===== src/rtl/strela_cg_pkg.sv =====
// Shared types and default timing constants for the STRELA CGRA clock-gate controller.
package strela_cg_pkg;

  typedef enum logic [1:0] {
    ST_RUN   = 2'd0,
    ST_GATED = 2'd1,
    ST_WAKE  = 2'd2
  } cg_state_e;

  localparam int DEFAULT_IDLE_CYCLES = 16;
  localparam int DEFAULT_WAKE_CYCLES = 2;

endpackage


===== src/rtl/strela_cg_stats.sv =====
// Free-running 32-bit counter of cycles spent with the CGRA clock gated off.
module strela_cg_stats (
  input  logic        clk_i,
  input  logic        rst_i,
  input  logic        clr_i,
  input  logic        inc_i,
  output logic [31:0] count_o
);

  logic [31:0] count_q;

  // A clear always beats an increment; the counter wraps naturally at 2^32.
  always_ff @(posedge clk_i) begin
    if (rst_i || clr_i) begin
      count_q <= '0;
    end else if (inc_i) begin
      count_q <= count_q + 32'd1;
    end
  end

  assign count_o = count_q;

endmodule


===== src/rtl/strela_clk_gate_ctrl.sv =====
// Idle-driven clock-gate controller for the STRELA CGRA (RUN / GATED / WAKE).
// Define STRELA_CG_STATS_EN to build the gated-cycle statistics counter.
module strela_clk_gate_ctrl
  import strela_cg_pkg::*;
#(
  parameter int IDLE_CYCLES = DEFAULT_IDLE_CYCLES,
  parameter int WAKE_CYCLES = DEFAULT_WAKE_CYCLES
) (
  input  logic        clk_i,
  input  logic        rst_i,
  input  logic        cg_enable_i,
  input  logic        force_en_i,
  input  logic        busy_i,
  input  logic        wake_req_i,
  output logic        wake_ack_o,
  output logic        en_o,
  output logic        gated_o,
  output logic [31:0] gated_cycles_o,
  input  logic        stats_clr_i
);

  localparam int ICW = (IDLE_CYCLES > 0) ? $clog2(IDLE_CYCLES + 1) : 1;
  localparam int WCW = (WAKE_CYCLES > 0) ? $clog2(WAKE_CYCLES + 1) : 1;

  localparam bit             GATE_EN   = (IDLE_CYCLES != 0);
  localparam logic [ICW-1:0] IDLE_LAST = ICW'(IDLE_CYCLES - 1);
  localparam logic [ICW-1:0] IDLE_MAX  = ICW'(IDLE_CYCLES);
  localparam logic [ICW-1:0] IDLE_ONE  = ICW'(1);
  localparam logic [WCW-1:0] WAKE_LAST = WCW'(WAKE_CYCLES - 1);
  localparam logic [WCW-1:0] WAKE_ONE  = WCW'(1);

  cg_state_e      state_q;
  logic           en_q;
  logic [ICW-1:0] idle_cnt_q;
  logic [WCW-1:0] wake_cnt_q;
  logic           wake_ack_q;
  logic           ack_armed_q;

  logic idle_cycle;
  logic wake_event;

  assign idle_cycle = !busy_i && !wake_req_i && cg_enable_i;
  assign wake_event = busy_i || wake_req_i || !cg_enable_i;

  // The ack is re-armed only by seeing the request low, so a held request
  // produces exactly one pulse; requests seen in GATED/WAKE are answered
  // on the WAKE->RUN edge, i.e. in the first RUN cycle.
  always_ff @(posedge clk_i) begin
    if (rst_i) begin
      state_q     <= ST_RUN;
      en_q        <= 1'b1;
      idle_cnt_q  <= '0;
      wake_cnt_q  <= '0;
      wake_ack_q  <= 1'b0;
      ack_armed_q <= 1'b1;
    end else begin
      wake_ack_q <= 1'b0;
      if (!wake_req_i) begin
        ack_armed_q <= 1'b1;
      end
      case (state_q)
        ST_RUN: begin
          if (wake_req_i && ack_armed_q) begin
            wake_ack_q  <= 1'b1;
            ack_armed_q <= 1'b0;
          end
          if (!idle_cycle) begin
            idle_cnt_q <= '0;
          end else if (GATE_EN && (idle_cnt_q == IDLE_LAST)) begin
            state_q    <= ST_GATED;
            en_q       <= 1'b0;
            idle_cnt_q <= '0;
          end else if (idle_cnt_q != IDLE_MAX) begin
            idle_cnt_q <= idle_cnt_q + IDLE_ONE;
          end
        end
        ST_GATED: begin
          if (wake_event) begin
            state_q    <= ST_WAKE;
            en_q       <= 1'b1;
            wake_cnt_q <= '0;
          end
        end
        ST_WAKE: begin
          if (wake_cnt_q == WAKE_LAST) begin
            state_q    <= ST_RUN;
            idle_cnt_q <= '0;
            wake_cnt_q <= '0;
            if (wake_req_i && ack_armed_q) begin
              wake_ack_q  <= 1'b1;
              ack_armed_q <= 1'b0;
            end
          end else begin
            wake_cnt_q <= wake_cnt_q + WAKE_ONE;
          end
        end
        default: begin
          state_q    <= ST_RUN;
          en_q       <= 1'b1;
          idle_cnt_q <= '0;
          wake_cnt_q <= '0;
        end
      endcase
    end
  end

  assign en_o       = en_q || force_en_i;
  assign gated_o    = (state_q == ST_GATED);
  assign wake_ack_o = wake_ack_q;

`ifdef STRELA_CG_STATS_EN
  strela_cg_stats u_stats (
    .clk_i   (clk_i),
    .rst_i   (rst_i),
    .clr_i   (stats_clr_i),
    .inc_i   (!en_q),
    .count_o (gated_cycles_o)
  );
`else
  logic unused_stats_clr;
  assign unused_stats_clr = stats_clr_i;
  assign gated_cycles_o   = '0;
`endif

endmodule


===== config.mk =====
export PLATFORM = sky130hd
export DESIGN_NAME = strela_clk_gate_ctrl
export DESIGN_NICKNAME = d
export VERILOG_FILES = /design/src/rtl/strela_cg_pkg.sv /design/src/rtl/strela_cg_stats.sv /design/src/rtl/strela_clk_gate_ctrl.sv
export SDC_FILE = /design/constraint.sdc
export NUM_CORES = 1
export LEC_CHECK = 0
export ABC_AREA = 1
export CAP_MARGIN = 20
export CORE_MARGIN = 2
export CORE_UTILIZATION = 36
export DETAILED_ROUTE_END_ITERATION = 8
export GPL_ROUTABILITY_DRIVEN = 0
export PLACE_DENSITY = 0.75
export SLEW_MARGIN = 10
export SYNTH_ARGS = -nofsm -noshare
export SYNTH_HDL_FRONTEND = slang
export SYNTH_SLANG_ARGS = --single-unit

===== constraint.sdc =====
create_clock -name clk_i -period 1.25 [get_ports clk_i]
set_clock_uncertainty 0.15 [all_clocks]
set_input_delay 0.375 -clock clk_i [delete_from_list [all_inputs] [get_ports clk_i]]
set_output_delay 0.375 -clock clk_i [all_outputs]
set_load 0.005 [all_outputs]

==> summary by stage, run 1 <==
Timing
Setup repair after global routing could not meet its margin everywhere. The post-route worst setup slack is -0.217 ns. The timing-limited maximum frequency is 682 MHz.

The share of the clock period used by the worst path is 117%. The count of final max-slew check failures was 0. The total count of hold-check failures in the final report is 0. The setup violation total in the final timing report is 12. The final period demand of the worst path is 1.47 ns.

Layout
0 antenna diodes ended up in the layout. The sequential cells in the finished layout cover a total of 253 µm². The number of cells in the finished layout apart from fillers is 187. Fill cells in the final layout number 199. Cells with a size suffix above 1 make up 45.3% of the layout. The area taken by multi-input logic gates is 626 µm². The area growth from synthesis to final layout is 44.5%. The number of nets at the end of the flow is 169.

Synth
The cell taking the most area after synthesis is dfxtp_1. The number of standard cells after synthesis is 126. The dominant synthesized flop cell is dfxtp_1. The combined area of all synthesized cells is 883 µm².

The share of the synthesized area in the top cell type is 27.2%. The mean instance size in the synthesized netlist is 7.01 µm². After synthesis, the share of flip-flops with an asynchronous set or reset is 0%. Sequential elements use 27.2% of the synthesized area. By area the synthesized netlist is led by dfxtp_1 (27%), buf_4 (27%), nand3_1 (6.8%). The count of warnings emitted by yosys is 0. The distinct cell type count after synthesis is 21.

After synthesis the netlist holds a flip-flop and latch count of 12. The synthesized design contains 0 enable-type register cells.

Floorplanning
The initialized floorplan defines 17 standard-cell rows. The die is 53.5 µm wide. The initial utilization of the core area, before any placement, comes to 38.8%. The number of I/O pins is 42.

In this run the vertical extent of the chip is 53.5 µm. The floorplan step defined a core boundary enclosing 0.00228 mm². The die covers 0.00287 mm².

Setup path
The critical path start-end classification is flop to output pin. The launching point of the worst reg2reg path is idle_cnt_q[0]. The family with the most delay on the worst path is flip-flops. Counting buffers and inverters, the worst setup path is 2 cells deep.

The register-to-register setup slack is -0.17 ns. The buffers plus inverters on the worst setup path is 1. Of all nets on the critical path, the largest fanout is 2. The endpoint arrival time on the critical path is 0.94 ns. The signal on the critical path passes through or2_4, buf_6. The launch point of the worst path is en_q. The depth of the worst register-to-register path is 8. The data required time of the worst path is 0.73 ns. The critical path ends at en_o.

On the worst path, the slowest cell contributes a delay of 0.33 ns. STA classifies the critical path startpoint as a flop. STA classifies the critical path endpoint as an output pin. The critical register-to-register path endpoint is idle_cnt_q[3]. The slowest library cell on the worst path is dfxtp_2.

CTS
Hold repair after CTS inserted 0 buffers. Counting every sink on the clock net gives 12. The CTS buffer count is 3. At the later pin of the worst-skew pair, clock insertion delay measures 0.28 ns. The maximum root-to-sink buffer count is 2. The register clock-pin slew on the reported worst setup and hold paths is 0.08 ns. In this run the number of H-tree levels came out at 1. The root buffer cell chosen for the clock tree is clkbuf_4.

The CTS tree is done.

Drt
Once detail routing completed, the nets flagged for antenna violations numbered 0. The pre-antenna-repair detailed-routing pass consisted of 4 iterations. The detailed-route via count is 847.

After detailed routing, the number of vias per cell comes to 4.53. The final wirelength is 2140 µm. The residual DRC count is 0. The violation count after the first detailed-route iteration is 8. The final routed wire length divided by cell count is 11.4 µm.

Global routing
The pin count of the biggest net entering global routing is 8. The final global-route overflow total is 0. The number of global-route vias before repair is 775.

In the global route stage, overall resource usage came out at 15.3%. The first-pass GRT wire length is 3150 µm. The number of antenna violations at the first check in global routing is 0.

Worst hold path
In this run the most critical hold path is launched from ack_armed_q. The min-delay analysis places its worst path in the category flop to flop.

Pwr
In this run the power density over the cells is 642 mW/mm². Summed over all cells, the static leakage comes to 0.000595 µW. The total chip power is 820 µW.

VDD sags by at most 0.000305 V.

Place
The instance count after placement with tap cells included is 177. The half-perimeter wire length after detailed placement is 1370 µm. The number of buffers inserted by port buffering is 8.

Job
The max-cap check violation count is 0.

Outcome
The flow ran to the end, but the final reports show violations. The checks that failed: setup timing.
cells in the mapped netlist (2+ instances only):
| master | count |
|---|---|
| a21oi_1 | 6 |
| buf_4 | 32 |
| dfxtp_1 | 12 |
| ha_1 | 2 |
| inv_1 | 14 |
| nand2_1 | 15 |
| nand3_1 | 12 |
| nor2_1 | 15 |
| nor2_2 | 3 |
| nor3_1 | 2 |
| o21ai_0 | 3 |
flip-flops by register name (all words and copies together), names as in the netlist:
signal       count
idle_cnt_q       5
wake_cnt_q       2
en_q             1
state_q          2
wake_ack_o       1
ack_armed_q      1
worst min path at each step:
| stage | depth (start not counted) | end | slack (ns) |
|---|---|---|---|
| floorplan | 2 | wake_cnt_q[1] | 0.28 |
| global placement | 2 | wake_ack_o | 0.31 |
| global route | 2 | wake_ack_o | 0.35 |
| CTS | 2 | wake_ack_o | 0.34 |
| finish | 2 | wake_ack_o | 0.34 |
| detailed placement | 2 | wake_ack_o | 0.33 |
placed cells by master, fill, tap and decap left out, drive strengths merged:
cell type	netlist	layout
nand4	1	1
nand3	13	13
buf	32	25
or2	1	1
clkdlybuf4s50	0	1
inv	15	15
clkbuf	0	4
o211ai	1	1
dlygate4sd2	0	3
dfxtp	12	12
nor2	19	19
nand2	16	16
nand3b	1	1
ha	2	2
a21oi	7	7
clkdlybuf4s15	0	1
o21ai	3	3
nor3	2	2
conb	1	32
worst reg2reg max path, cell delays in order, from the launching register on:
cell and delay [ns]:
dfxtp_4 0.37, inv_4 0.06, ha_4 0.14, nand2_4 0.05, nor3_4 0.17, nand3_4 0.15
nand2_4 0.09, nand2_1 0.05, a21oi_1 0.12
power breakdown:
| part | internal (µW) | switching (µW) | total, µW |
|---|---|---|---|
| Sequential | 385 | 5.26 | 390 |
| Clock | 177 | 151 | 328 |
| Combinational | 37.5 | 64.2 | 102 |
final cells by class:
type | count | share of cell area (%)
well taps | 28 | 2.75
multi-input cells | 98 | 49.0
inverters | 15 | 4.80
repair buffers | 30 | 20.8
flip-flops and latches | 12 | 19.8
clock buffers | 4 | 2.84
layer usage:
layer	global-route usage (%)	wire length (µm)	up-vias
met2	29.2	1140	39
li1	-	-	398
met3	3.61	114	9
met1	15.1	817	401
met5	0	0	-
met4	7.69	67	0
logic make-up (layout without fill, tap and decap cells):
| family | after synthesis | after routing | synth area share (%) |
|---|---|---|---|
| buffers and inverters | 47 | 49 | 33.6 |
| and+or+nand+nor | 53 | 53 | 28.2 |
| DFF | 12 | 12 | 27.2 |
| adders and majority gates | 2 | 2 | 2.83 |
| other | 1 | 32 | 0.425 |
| AOI/OAI and AO/OA | 11 | 11 | 7.79 |
per-stage QoR:
stage	instance area [µm²]	setup TNS (ns)	utilization [%]	hold slack (ns)	worst slack [ns]
after global placement	1000	-5.74	44.1	0.306	-0.747
after global routing	1280	-2.04	56.1	0.355	-0.248
after detailed placement	1000	-6.13	44.1	0.330	-0.767
after floorplan	1010	-0.0573	-	0.284	-0.0153
final	1280	-1.26	56.1	0.342	-0.217
after CTS	1190	-1.08	52.3	0.342	-0.212
repair_timing:
action	4_1_cts	5_1_grt
buffers inserted	8	1
endpoints found under the setup margin	13	14
gates resized for setup	49	25
pin swaps	15	12
cloned	0	0
(Power assumes the default switching activity.)
==> inputs of run 2 (changes only) <==
--- a/config.mk
+++ b/config.mk
@@ -10,7 +10,6 @@
 export CORE_MARGIN = 2
 export CORE_UTILIZATION = 36
 export DETAILED_ROUTE_END_ITERATION = 8
-export GPL_ROUTABILITY_DRIVEN = 0
 export PLACE_DENSITY = 0.75
 export SLEW_MARGIN = 10
 export SYNTH_ARGS = -nofsm -noshare
==> results of run 2 <==
The final DEF is identical to that of run 1; final timing and power are the same.
==> inputs of run 3 (changes only) <==
--- a/config.mk
+++ b/config.mk
@@ -7,7 +7,6 @@
 export LEC_CHECK = 0
 export ABC_AREA = 1
 export CAP_MARGIN = 20
-export CORE_MARGIN = 2
 export CORE_UTILIZATION = 36
 export DETAILED_ROUTE_END_ITERATION = 8
 export PLACE_DENSITY = 0.75
==> constraint.sdc (replaced) <==
create_clock -name clk_i -period 1.3 [get_ports clk_i]
set_clock_uncertainty 0.15 [all_clocks]
set_input_delay 0.39 -clock clk_i [delete_from_list [all_inputs] [get_ports clk_i]]
set_output_delay 0.39 -clock clk_i [all_outputs]
set_load 0.005 [all_outputs]
==> summary by stage, run 3 (synthesized netlist as in run 1, its figures left out) <==
Global routing
The overall fraction of global-route tracks in use is 14.7% (was 15.3%). The pin count of the biggest net entering global routing is 8 (unchanged). The number of antenna violations at the first check in global routing is 0 (unchanged). The number of global-route vias before repair came to 689 (was 775).

The final global-route overflow total was 0 (unchanged). The first-pass GRT wire length is 2860 µm (was 3150 µm).

Pwr
The leakage dissipation is 0.000563 µW (was 0.000595 µW). The total power divided by cell area came to 587 mW/mm² (was 642 mW/mm²). The maximum resistive drop on vdd was 0.000309 V (was 0.000305 V).

Setup path
The critical path start-end classification is flop to output pin (unchanged). The startpoint class of the critical path is a flop (unchanged). The launching point of the worst reg2reg path is idle_cnt_q[0] (unchanged). The largest fanout on the critical path is 2 (unchanged). The launch point of the worst path is en_q (unchanged). The endpoint arrival time on the critical path is 0.92 ns (was 0.94 ns). The data required time of the worst path was 0.76 ns (was 0.73 ns). The category of the worst setup path capture point is an output pin (unchanged).

Timing
The post-route setup TNS is -0.789 ns (was -1.26 ns). The worst path in the final design needs a cycle of 1.46 ns, including I/O delays and setup. Unrepaired setup endpoints after global routing: true (unchanged). The total count of hold-check failures in the final report is 0 (unchanged).

The count of final max-slew check failures was 0 (unchanged). Timing would allow up to 685 MHz. The setup violation total in the final timing report was 9 (was 12).

The post-route worst setup slack is -0.161 ns (was -0.217 ns). The worst hold-check slack is 0.323 ns (was 0.342 ns). Dividing the final minimum period by the clock period gives 112%.

CTS
The clock tree root driver cell is clkbuf_4 (unchanged). The worst-skew pair later-pin latency is 0.27 ns (was 0.28 ns). The CTS buffer count is 3 (unchanged).

The register clock-pin slew on the reported worst setup and hold paths came to 0.08 ns (about the same). The number of clock sinks is 12 (unchanged). The maximum root-to-sink buffer count is 2 (unchanged). The CTS tree is done (unchanged). The depth of the CTS H-tree is 1 (unchanged).

Layout
The utilization after layout is 53.0% (was 56.1%). The number of diodes added for antenna fixing was 0 (unchanged). The number of flip-flops in the largest register is 5 (unchanged).

The number of nets at the end of the flow came to 165 (was 169). Top library cells by usage in the layout, fill and taps aside: conb_1 (32), buf_4 (15), nor2_1 (11), nand2_1 (11), inv_1 (8) (was conb_1 (32), buf_4 (15), nor2_1 (11), nand2_1 (11), buf_6 (9)). The register with the most flip-flops is idle_cnt_q (unchanged). The most common cell after layout, fill and taps aside was conb_1 (unchanged). The fraction of layout instances using a drive strength above 1 is 42.9% (was 45.3%). Largest registers: idle_cnt_q x5, state_q x2, wake_cnt_q x2 (unchanged).

The number of cells in the finished layout apart from fillers is 182 (was 187). The area growth from synthesis to final layout is 35.3% (was 44.5%).

Place
The final weighted congestion of routability-driven global placement is 0.831 (was 0.867). The half-perimeter wire length after detailed placement is 1210 µm (was 1370 µm). The number of buffers inserted by port buffering was 8 (unchanged).

The instance count after placement with tap cells included is 170 (was 177).

Worst hold path
The classification of the worst-slack hold path was flop to flop (unchanged). The hold path startpoint is wake_cnt_q[1] (was ack_armed_q).

Drt
The count of antenna-violating nets left after detailed routing is 0 (unchanged). The number of iterations in the first detailed-routing pass is 4 (unchanged). The post-detailed-route via-to-cell ratio came to 4.46 (was 4.53). The residual DRC count is 0 (unchanged). The final wirelength is 1970 µm (was 2140 µm). The violation count after the first detailed-route iteration is 8 (unchanged). The final routed wire length divided by cell count is 10.8 µm (was 11.4 µm). The detailed-route via count is 812 (was 847).

Floorplanning
The placeable core region is 0.00225 mm² (was 0.00228 mm²). The horizontal die dimension was 51.5 µm (was 53.5 µm). The number of I/O pins is 42 (unchanged). The floorplan die height is 51.5 µm (was 53.5 µm). The area of the die is 0.00266 mm² (was 0.00287 mm²). The number of rows created at floorplan is 17 (unchanged). The effective utilization at floorplan came to 39.2% (was 38.8%).

Outcome
Violations in the final reports: setup timing (unchanged). Status: complete, but fails checks (unchanged).

Job
The max-cap check violation count is 0 (unchanged).
run 3: layer usage:
| layer | up-vias | track usage, % | share of wire, % |
|---|---|---|---|
| met2 | 36 | 27.3 | 57 |
| met5 | - | 0 | 0 |
| met4 | 0 | 9.01 | 0.81 |
| met3 | 2 | 2.92 | 3.9 |
| met1 | 385 | 14.7 | 38 |
| li1 | 389 | - | - |
run 3: critical path, stage by stage, from the launching register on:
cell and delay (ns):
dfxtp_1 0.32, or2_4 0.22, buf_6 0.11
run 3: where the power goes:
part / internal (µW) / switching (µW)
Combinational: 36.2 / 60.4
Sequential: 372 / 5.27
Clock: 107 / 121
run 3: metrics by stage:
stage	setup WS (ns)	total power (µW)	area, µm²
after floorplan	0.0166	496	1000
after global placement	-0.725	458	947
after detailed placement	-0.729	460	947
after CTS	-0.165	694	1100
after global routing	-0.201	733	1190
final	-0.161	702	1190
run 3: layout make-up:
class,count,area [µm²]
clock buffer,3,22.5
inverter,15,58.8
sequential,12,251
tap,28,35.0
timing repair buffer,26,214
fill,204,1060
multi-input combinational,98,613
run 3: path summary, 6_finish.rpt:
check                                      to  slack (ns)  cells past startpoint
worst max register to register  idle_cnt_q[1]       -0.13                      8
worst min-delay path            wake_cnt_q[1]        0.32                      2
worst max-delay path                     en_o       -0.16                      2
worst min register to register  wake_cnt_q[1]        0.32                      2
run 3: timing repair:
action | 4_1_cts | 5_1_grt
endpoints found under the setup margin | 12 | 12
setup buffers | 5 | 4
hold buffers | 0 | 0
resized for setup | 48 | 20
gates cloned | 0 | 0
pin swaps | 11 | 12
